--- src/rtl/ram_bus_arbiter_pkg.sv ---
// Shared types and helpers for the SRAM bus arbiter and its round-robin picker.
package ram_bus_arbiter_pkg;

    typedef enum logic [1:0] {
        IDLE   = 2'd0,
        SETUP  = 2'd1,
        STROBE = 2'd2,
        HOLD   = 2'd3
    } state_t;

    // Bit offset of channel ch inside a packed per-channel vector.
    function automatic int ch_slice(input int ch, input int width);
        return ch * width;
    endfunction

endpackage

--- src/rtl/ram_bus_arbiter_rr_picker.sv ---
// Combinational round-robin picker: first requester after ptr (wrapping), with
// optional absolute priority for channel 0.
module rr_picker #(
    parameter int NUM_CH       = 3,
    parameter int CH0_PRIORITY = 1,
    localparam int IW          = $clog2(NUM_CH)
) (
    input  logic [NUM_CH-1:0] req,
    input  logic [IW-1:0]     ptr,
    output logic              valid,
    output logic [IW-1:0]     idx
);

    int          cand;
    logic [IW-1:0] cand_idx;

    always_comb begin
        valid    = 1'b0;
        idx      = '0;
        cand     = 0;
        cand_idx = '0;
        if (CH0_PRIORITY != 0 && req[0]) begin
            valid = 1'b1;
        end else begin
            for (int i = 1; i <= NUM_CH; i++) begin
                cand = int'(ptr) + i;
                if (cand >= NUM_CH) cand = cand - NUM_CH;
                cand_idx = IW'(cand);
                if (!valid && req[cand_idx]) begin
                    valid = 1'b1;
                    idx   = cand_idx;
                end
            end
        end
    end

endmodule

--- src/rtl/ram_bus_arbiter.sv ---
// N-channel SRAM access arbiter: one access at a time through
// IDLE -> SETUP -> STROBE (STROBE_CYCLES) -> HOLD, all pin outputs registered.
module ram_bus_arbiter
    import ram_bus_arbiter_pkg::*;
#(
    parameter int NUM_CH        = 3,
    parameter int ADDR_WIDTH    = 17,
    parameter int DATA_WIDTH    = 8,
    parameter int STROBE_CYCLES = 3,
    parameter int CH0_PRIORITY  = 1,
    localparam int IW           = $clog2(NUM_CH)
) (
    input  logic                         clock_i,
    input  logic                         reset_i,
    input  logic [NUM_CH-1:0]            ch_req_i,
    input  logic [NUM_CH*ADDR_WIDTH-1:0] ch_addr_i,
    input  logic [NUM_CH*DATA_WIDTH-1:0] ch_wdata_i,
    input  logic [NUM_CH-1:0]            ch_we_n_i,
    output logic [NUM_CH-1:0]            ch_ack_o,
    output logic [DATA_WIDTH-1:0]        rdata_o,
    output logic [IW-1:0]                grant_o,
    output logic                         busy_o,
    output logic [ADDR_WIDTH-1:0]        ram_addr_o,
    output logic [DATA_WIDTH-1:0]        ram_data_o,
    output logic                         ram_data_oe_o,
    input  logic [DATA_WIDTH-1:0]        ram_data_i,
    output logic                         ram_oe_n_o,
    output logic                         ram_we_n_o
);

    localparam int CW = $clog2(STROBE_CYCLES + 1);

    state_t          state, state_next;
    logic [CW-1:0]   cnt;
    logic [IW-1:0]   ptr;
    logic            we_n_lat;
    logic            we_n_next;
    logic            pick_valid;
    logic [IW-1:0]   pick_idx;

    logic [ADDR_WIDTH-1:0] addr_arr  [NUM_CH];
    logic [DATA_WIDTH-1:0] wdata_arr [NUM_CH];

    for (genvar k = 0; k < NUM_CH; k++) begin : g_unpack
        assign addr_arr[k]  = ch_addr_i[ch_slice(k, ADDR_WIDTH) +: ADDR_WIDTH];
        assign wdata_arr[k] = ch_wdata_i[ch_slice(k, DATA_WIDTH) +: DATA_WIDTH];
    end

    rr_picker #(
        .NUM_CH       (NUM_CH),
        .CH0_PRIORITY (CH0_PRIORITY)
    ) u_picker (
        .req   (ch_req_i),
        .ptr   (ptr),
        .valid (pick_valid),
        .idx   (pick_idx)
    );

    always_comb begin
        state_next = state;
        case (state)
            IDLE:    if (pick_valid) state_next = SETUP;
            SETUP:   state_next = STROBE;
            STROBE:  if (cnt <= CW'(1)) state_next = HOLD;
            HOLD:    state_next = IDLE;
            default: state_next = IDLE;
        endcase
    end

    // The winner's we_n is needed one edge before it lands in we_n_lat.
    assign we_n_next = (state == IDLE) ? ch_we_n_i[pick_idx] : we_n_lat;
    assign busy_o    = (state != IDLE);

    always_ff @(posedge clock_i) begin
        if (reset_i) begin
            state         <= IDLE;
            cnt           <= '0;
            ptr           <= IW'(NUM_CH - 1);
            we_n_lat      <= 1'b1;
            grant_o       <= '0;
            ram_addr_o    <= '0;
            ram_data_o    <= '0;
            rdata_o       <= '0;
            ram_oe_n_o    <= 1'b1;
            ram_we_n_o    <= 1'b1;
            ram_data_oe_o <= 1'b0;
            ch_ack_o      <= '0;
        end else begin
            state         <= state_next;
            ram_oe_n_o    <= !(state_next == STROBE && we_n_lat);
            ram_we_n_o    <= !(state_next == STROBE && !we_n_lat);
            ram_data_oe_o <= (state_next != IDLE) && !we_n_next;
            ch_ack_o      <= '0;
            if (state_next == HOLD) ch_ack_o[grant_o] <= 1'b1;

            if (state == IDLE && pick_valid) begin
                grant_o    <= pick_idx;
                ram_addr_o <= addr_arr[pick_idx];
                ram_data_o <= wdata_arr[pick_idx];
                we_n_lat   <= ch_we_n_i[pick_idx];
            end

            if (state == SETUP) begin
                cnt <= CW'(STROBE_CYCLES);
            end else if (state == STROBE && cnt != '0) begin
                cnt <= cnt - 1'b1;
            end

            if (state == STROBE && cnt == CW'(1) && we_n_lat) rdata_o <= ram_data_i;
            if (state == HOLD) ptr <= grant_o;
        end
    end

endmodule

--- config.mk ---
export PLATFORM = sky130hd
export DESIGN_NAME = ram_bus_arbiter
export DESIGN_NICKNAME = d
export VERILOG_FILES = /design/src/rtl/ram_bus_arbiter_pkg.sv /design/src/rtl/ram_bus_arbiter_rr_picker.sv /design/src/rtl/ram_bus_arbiter.sv
export SDC_FILE = /design/constraint.sdc
export NUM_CORES = 1
export LEC_CHECK = 0
export CAP_MARGIN = 20
export CORE_MARGIN = 1
export CORE_UTILIZATION = 25
export CTS_CLUSTER_SIZE = 20
export DETAILED_ROUTE_END_ITERATION = 8
export GPL_ROUTABILITY_DRIVEN = 1
export PLACE_DENSITY_LB_ADDON = 0.3
export SLEW_MARGIN = 5
export SYNTH_ARGS = -nofsm -noshare
export SYNTH_HDL_FRONTEND = slang
export SYNTH_HIERARCHICAL = 1
export SYNTH_SLANG_ARGS = --single-unit
--- constraint.sdc ---
create_clock -name clock_i -period 6.6 [get_ports clock_i]
set_clock_uncertainty 0.15 [all_clocks]
set_input_delay 1.32 -clock clock_i [delete_from_list [all_inputs] [get_ports clock_i]]
set_output_delay 1.32 -clock clock_i [all_outputs]
set_load 0.05 [all_outputs]
==> results.sh <==
export IMPL_tns_ns=0
export IMPL_cts_resized=0
export IMPL_layout_filler_cells=1033
export IMPL_cts_repair_timing_setup_buffer_count=0
export IMPL_synthDistinctLibCells=38
export IMPL_worstPathMaxFanout=29
export IMPL_max_slew_margin_rel=0.415
export IMPL_route_detailed_vias_per_inst=4.63
export IMPL_floorplan_initialDensity=0.258
export IMPL_synth_largest_area_cell="dfxtp_1"
export IMPL_setup_viol=0
export IMPL_routed_wl_mm=7.56
export IMPL_p_leak_uw=0.00162
export IMPL_grt_first_pass_wirelength_mm=11.8
export IMPL_pwr_density_cell_mw_per_mm2=248
export IMPL_area_growth_pct=56.0
export IMPL_number_of_drc_violations_after_detailed_routing_iteration_0=63
export IMPL_hold_violations=0
export IMPL_synthCells=259
export IMPL_max_slew_worst_pin_slew_ns=0.877
export IMPL_route_detailed_wl_per_inst_microns=14.5
export IMPL_rsz0062_at_grt="no"
export IMPL_core_area_sq_mm=0.0103
export IMPL_drv_cap=0
export IMPL_die_width_microns=105
export IMPL_slew_viol_final=0
export IMPL_outcome="finished, final reports clean"
export IMPL_first_global_vias=2414
export IMPL_critPathCaptureType="register"
export IMPL_rrSetupSlack_ns=3.16
export IMPL_layout_cells_sized_above_1=0.164
export IMPL_launching_point_of_the_worst_reg2reg_path="ptr[0]$_SDFFE_PP0N_"
export IMPL_gp_congestion=0.794
export IMPL_grt_usage=0.134
export IMPL_hold_class="reg -> reg"
export IMPL_holdBufCountCts=0
export IMPL_synth_most_common_cell="dfxtp_1"
export IMPL_gr_total_overflow=0
export IMPL_regToRegEndpoint="ram_addr_o[6]$_SDFFE_PP0P_"
export IMPL_synth_edff_count=0
export IMPL_routed_via_count=2414
export IMPL_tritoncts="done"
export IMPL_clk_latency_ns=0.29
export IMPL_grt_max_degree=44
export IMPL_firstDrtPassIters=4
export IMPL_ys_top_cells_by_area="dfxtp_1, a221oi_2, mux2_4"
export IMPL_finalNetCount=485
export IMPL_net_count_after_synthesis=360
export IMPL_hold_path_endpoint="ram_oe_n_o$_SDFF_PP1_"
export IMPL_antenna_cells=0
export IMPL_critical_path_startpoint_type="primary input"
export IMPL_asyncSetResetFlopFracSynth=0
export IMPL_timing_critical_path_required_ns=6.59
export IMPL_synth_top_area_share=0.361
export IMPL_die_area_sq_mm=0.0111
export IMPL_peakVddDrop_mv=0.120
export IMPL_cts_root_buffer="clkbuf_8"
export IMPL_grt_antenna_before_repair=0
export IMPL_clkTransAtPathRegs_ns=0.09
export IMPL_min_hold_slack_ns=0.304
export IMPL_layout_min_cycle_time_ns=4.01
export IMPL_timing_fmax_ghz=0.249
export IMPL_synth_top_cells_by_count="dfxtp_1, nor2_1, nor3_1"
export IMPL_synth_yosys_seq_area_share=0.361
export IMPL_synth_seq_cells=48
export IMPL_place_hpwl_mm=5.44
export IMPL_buffer_ports_inserted=132
export IMPL_top_ff_cell_synth="dfxtp_1"
export IMPL_layout_worst_path_cycle_share=0.608
export IMPL_final_core_util=0.402
export IMPL_cts_buffers=5
export IMPL_route_detailed_drc=0
export IMPL_ant_nets=0
export IMPL_timing_worst_setup_path_type="in -> reg"
export IMPL_clock_sink_count=48
export IMPL_syn_area_per_cell_sq_um=10.3
export IMPL_cts_htree_levels=2
export IMPL_synthesis_area_sq_mm=0.00266
export IMPL_clk_path_buf_depth=2
export IMPL_min_from="we_n_lat$_SDFFE_PP1P_"
export IMPL_yosysWarningCount=6
export IMPL_worstHoldPathCells=1
export IMPL_io_pins=133
export IMPL_ff2ff_path_depth=9
export IMPL_worstPathArrival_ns=4.00
export IMPL_placementRows=37
export IMPL_chipHeight_microns=105
-- critical path, cell delays in order --
cell	delay [ns]
clkdlybuf4s50_1	0.47
or2_0	0.23
a221oi_1	0.28
o21a_2	0.75
and2b_1	0.26
buf_4	0.25
a221oi_2	0.34
nor3_1	0.08
-- cell families (layout without fill, tap and decap cells) --
logic type	Yosys count	in the layout	share of synthesized area
adder cells (fa/ha/maj)	10	10	0.0470
multiplexers	36	36	0.171
AO/OA/AOI/OAI	47	47	0.184
AND/OR/NAND/NOR	87	87	0.162
XOR/XNOR	1	1	0.00329
flip-flops	48	48	0.361
buffers and inverters	30	156	0.0719
-- how the worst max path moves through the flow --
stage | start | end | slack, ns
5_1_grt | ch_req_i[1] | ram_data_o[7]$_SDFFE_PP0P_ | 2.40
6_report | ch_req_i[1] | ram_addr_o[6]$_SDFFE_PP0P_ | 2.59
3_3_place_gp | ch_req_i[1] | ram_addr_o[11]$_SDFFE_PP0P_ | 2.38
2_1_floorplan | ch_req_i[1] | ram_addr_o[2]$_SDFFE_PP0P_ | 3.57
3_5_place_dp | ch_req_i[1] | ram_data_o[7]$_SDFFE_PP0P_ | 2.27
4_1_cts | ch_req_i[1] | ram_data_o[7]$_SDFFE_PP0P_ | 2.60
-- power by group --
| group | switching [uW] | total, uW | internal [uW] | leakage (uW) |
|---|---|---|---|---|
| Combinational | 287 | 490 | 204 | 0.00117 |
| Sequential | 26.8 | 360 | 333 | 0.000395 |
| Clock | 96.3 | 180 | 83.8 | 0.0000510 |
| Total | 410 | 1030 | 620 | 0.00162 |
-- layer usage --
layer	vias to the layer above	share of wire	GRT usage
li1	1193	-	-
met1	1117	0.44	0.158
met2	102	0.48	0.236
met3	2	0.077	0.0408
met4	0	0.0048	0.0282
met5	-	0	0
-- state kept, by name (all words and copies together), names as in the netlist --
name           cells
ch_ack_o           3
cnt                2
grant_o            2
ptr                2
ram_addr_o        17
ram_data_o         8
ram_data_oe_o      1
ram_oe_n_o         1
ram_we_n_o         1
rdata_o            8
state              2
we_n_lat           1
-- area by class of cell --
type                    instances  area [sq um]  area share
repair buffers                136          1370       0.331
well taps                     136           170      0.0410
clock inverters                 2          10.0     0.00241
flip-flops and latches         48           961       0.231
inverters                      12          45.0      0.0108
clock buffers                   6          82.6      0.0199
multi-input cells             181          1510       0.364
-- per-stage QoR --
stage          total power [uW]  setup WS (ns)  std cells  area (sq um)
2_1_floorplan               682           3.57        259          2660
3_3_place_gp                847           2.38        511          4020
3_5_place_dp                852           2.27        512          4050
4_1_cts                    1040           2.60        520          4140
5_1_grt                    1090           2.40        521          4160
6_report                   1030           2.59        521          4160
-- cell usage in the layout (no fill, tap or decap), types with 2 or more instances in the layout --
cell type        synthesis  layout
clkbuf_8                 0       6
nor2_1                  36      36
nor4b_1                  2       2
and2_1                   2       2
clkinv_2                 0       2
mux2i_1                 10      10
nand3b_1                 3       3
mux2_4                  17      17
inv_1                   12      12
mux2_2                   9       9
dfxtp_1                 48      48
nand3_1                  2       2
and4bb_2                 2       2
a21o_1                   2       2
clkdlybuf4s50_1          0     131
buf_4                    0       2
nor3_1                  25      25
a21oi_1                  7       7
nand2_1                  5       5
nor2b_1                  4       4
o211ai_1                 2       2
ha_1                    10      10
a221oi_1                 9       9
a221oi_2                18      18
nand2b_1                 3       3
(Power assumes the default switching activity.)
==> patch, RTL diff (same flow settings) <==
`CH0_PRIORITY` is set to 1 in 2 places; all go to 0.
--- a/src/rtl/ram_bus_arbiter_rr_picker.sv
+++ b/src/rtl/ram_bus_arbiter_rr_picker.sv
@@ -4,3 +4,3 @@
     parameter int NUM_CH       = 3,
-    parameter int CH0_PRIORITY = 1,
+    parameter int CH0_PRIORITY = 0,
     localparam int IW          = $clog2(NUM_CH)
--- a/src/rtl/ram_bus_arbiter.sv
+++ b/src/rtl/ram_bus_arbiter.sv
@@ -9,3 +9,3 @@
     parameter int STROBE_CYCLES = 3,
-    parameter int CH0_PRIORITY  = 1,
+    parameter int CH0_PRIORITY  = 0,
     localparam int IW           = $clog2(NUM_CH)
Check against the original RTL: not equivalent (Yosys sat finds a counterexample within 10 cycles, from zero or initial values and one cycle with reset_i high).
==> patch against the original RTL <==
Die area increased by 0.32%; synthesized cell count increased by 2.7%; cell area increased by 0.63%; register-to-register slack about the same; critical path depth unchanged; area after synthesis increased by 0.33%; total power increased by 5.1%; routed wire length decreased by 0.52%; sequential power about the same; clock power increased by 23%; sequential cell count unchanged; fmax increased by 4.6%; setup slack improved by 0.18 ns.
==> patch: results (changes against the original RTL) <==
| Parameter | Value | Unit | vs unedited |
|---|---|---|---|
| Global-route wire length before repair | 11820 | um | -0.18% |
| Net count after synthesis | 367 | - | +1.9% |
| Period minus WS final | 3.835 | ns | -0.1752 ns |
| Worst vdd ir | 116.9 | uV | -2.6% |
| HPWL after detailed placement | 5519 | um | +1.5% |
| Pre-CTS setup slack | 2.407 | ns | +0.1369 ns |
| Fill count | 984 | - | -4.7% |
| WHS | 0.3015 | ns | -0.002435 ns |
| Worst setup path startpoint | ch_req_i[0] | - |  |
| Worst path max stage delay | 0.82 | ns | +0.07 ns |
| Placer Congestion | 0.7664 | - | -3.5% |
| Area share of xor/xnor cells in the synthesized design | 0.3277 | % | -0.0011 points |
| Compound-Gate Fraction of Synth Area | 17.79 | % | -0.62 points |
| Syn Area/Cell | 10.05 | um2 | -2.3% |
| Finished layout cell area | 0.004182 | mm2 | +0.63% |
| Most area-consuming cells after synthesis | sky130_fd_sc_hd__dfxtp_1 36%, sky130_fd_sc_hd__a221oi_2 10%, sky130_fd_sc_hd__mux2_4 9.6%, sky130_fd_sc_hd__nor2_1 5.2%, sky130_fd_sc_hd__ha_1 4.7% | - |  |
| Mux contribution to synthesized area | 17.09 | % | -0.056 points |
| Standard cell area after detailed placement | 0.004051 | mm2 | about the same |
| Number of violations reported at the end of detailed-routing iteration 0 | 67 | - | +6.3% |
| Library cell contributing the largest single delay on the critical path | sky130_fd_sc_hd__nor2_4 | - |  |
| Total number of nets in the final design | 491 | - | +1.2% |
| Count of cell types in the netlist | 37 | - | -2.6% |
| Status | finished, final reports clean | - |  |
| Commonest cells in the synthesized netlist | 48 x sky130_fd_sc_hd__dfxtp_1, 37 x sky130_fd_sc_hd__nor2_1, 25 x sky130_fd_sc_hd__nor3_1 | - |  |
| Total routing usage reported by global routing | 13.37 | % | about the same |
| Share of layout cells above drive strength 1 | 16.37 | % | about the same |
| Synth Area in Adders | 4.682 | % | -0.015 points |
[patch: cell types whose count changed after synthesis, moves of 2 or more]
cell	before	now
sky130_fd_sc_hd__nand2_1	5	11
sky130_fd_sc_hd__nor2b_1	4	2
sky130_fd_sc_hd__o21a_1	2	0
sky130_fd_sc_hd__o21ai_0	0	4
sky130_fd_sc_hd__o21ai_1	1	4
[patch: layer usage]
| metal | part of all wire (%) | vias up | track usage, % | routed length [um] |
|---|---|---|---|---|
| met5 | 0 | - | 0 | 0 |
| met4 | 1.7 | 0 | 4.527 | 131 |
| met3 | 4.2 | 9 | 2.226 | 314 |
| met2 | 50 | 62 | 24.67 | 3788 |
| met1 | 44 | 1163 | 15.48 | 3286 |
| li1 | - | 1208 | - | - |
[patch: final cells by class]
cell class | instances | area share [%]
Clock buffer | 5 | 1.646
Clock inverter | 3 | 1.107
Inverter | 12 | 1.077
Multi-Input combinational cell | 187 | 36.27
Sequential cell | 48 | 22.98
Tap cell | 136 | 4.069
Timing Repair Buffer | 136 | 32.85
[patch: how the worst max path moves through the flow]
stage | endpoint | depth (start not counted)
floorplan | ram_addr_o[2] | 8
global placement | ram_addr_o[11] | 8
detailed placement | ram_addr_o[13] | 8
CTS | ram_addr_o[13] | 8
global route | ram_addr_o[11] | 8
finish | ram_addr_o[11] | 8
[patch: worst max-delay path: cells and delay by family]
kind | cells | cell delay, ns
simple gates | 3 | 1.17
compound gates | 3 | 0.63
buf+inv | 2 | 0.70
[patch: report_power, final]
| part | switching [mW] | total [mW] | leakage [nW] | internal, mW |
|---|---|---|---|---|
| registers | 0.0260 | 0.360 | 0.395 | 0.334 |
| logic | 0.293 | 0.501 | 1.19 | 0.207 |
| clock network | 0.108 | 0.222 | 0.0548 | 0.114 |
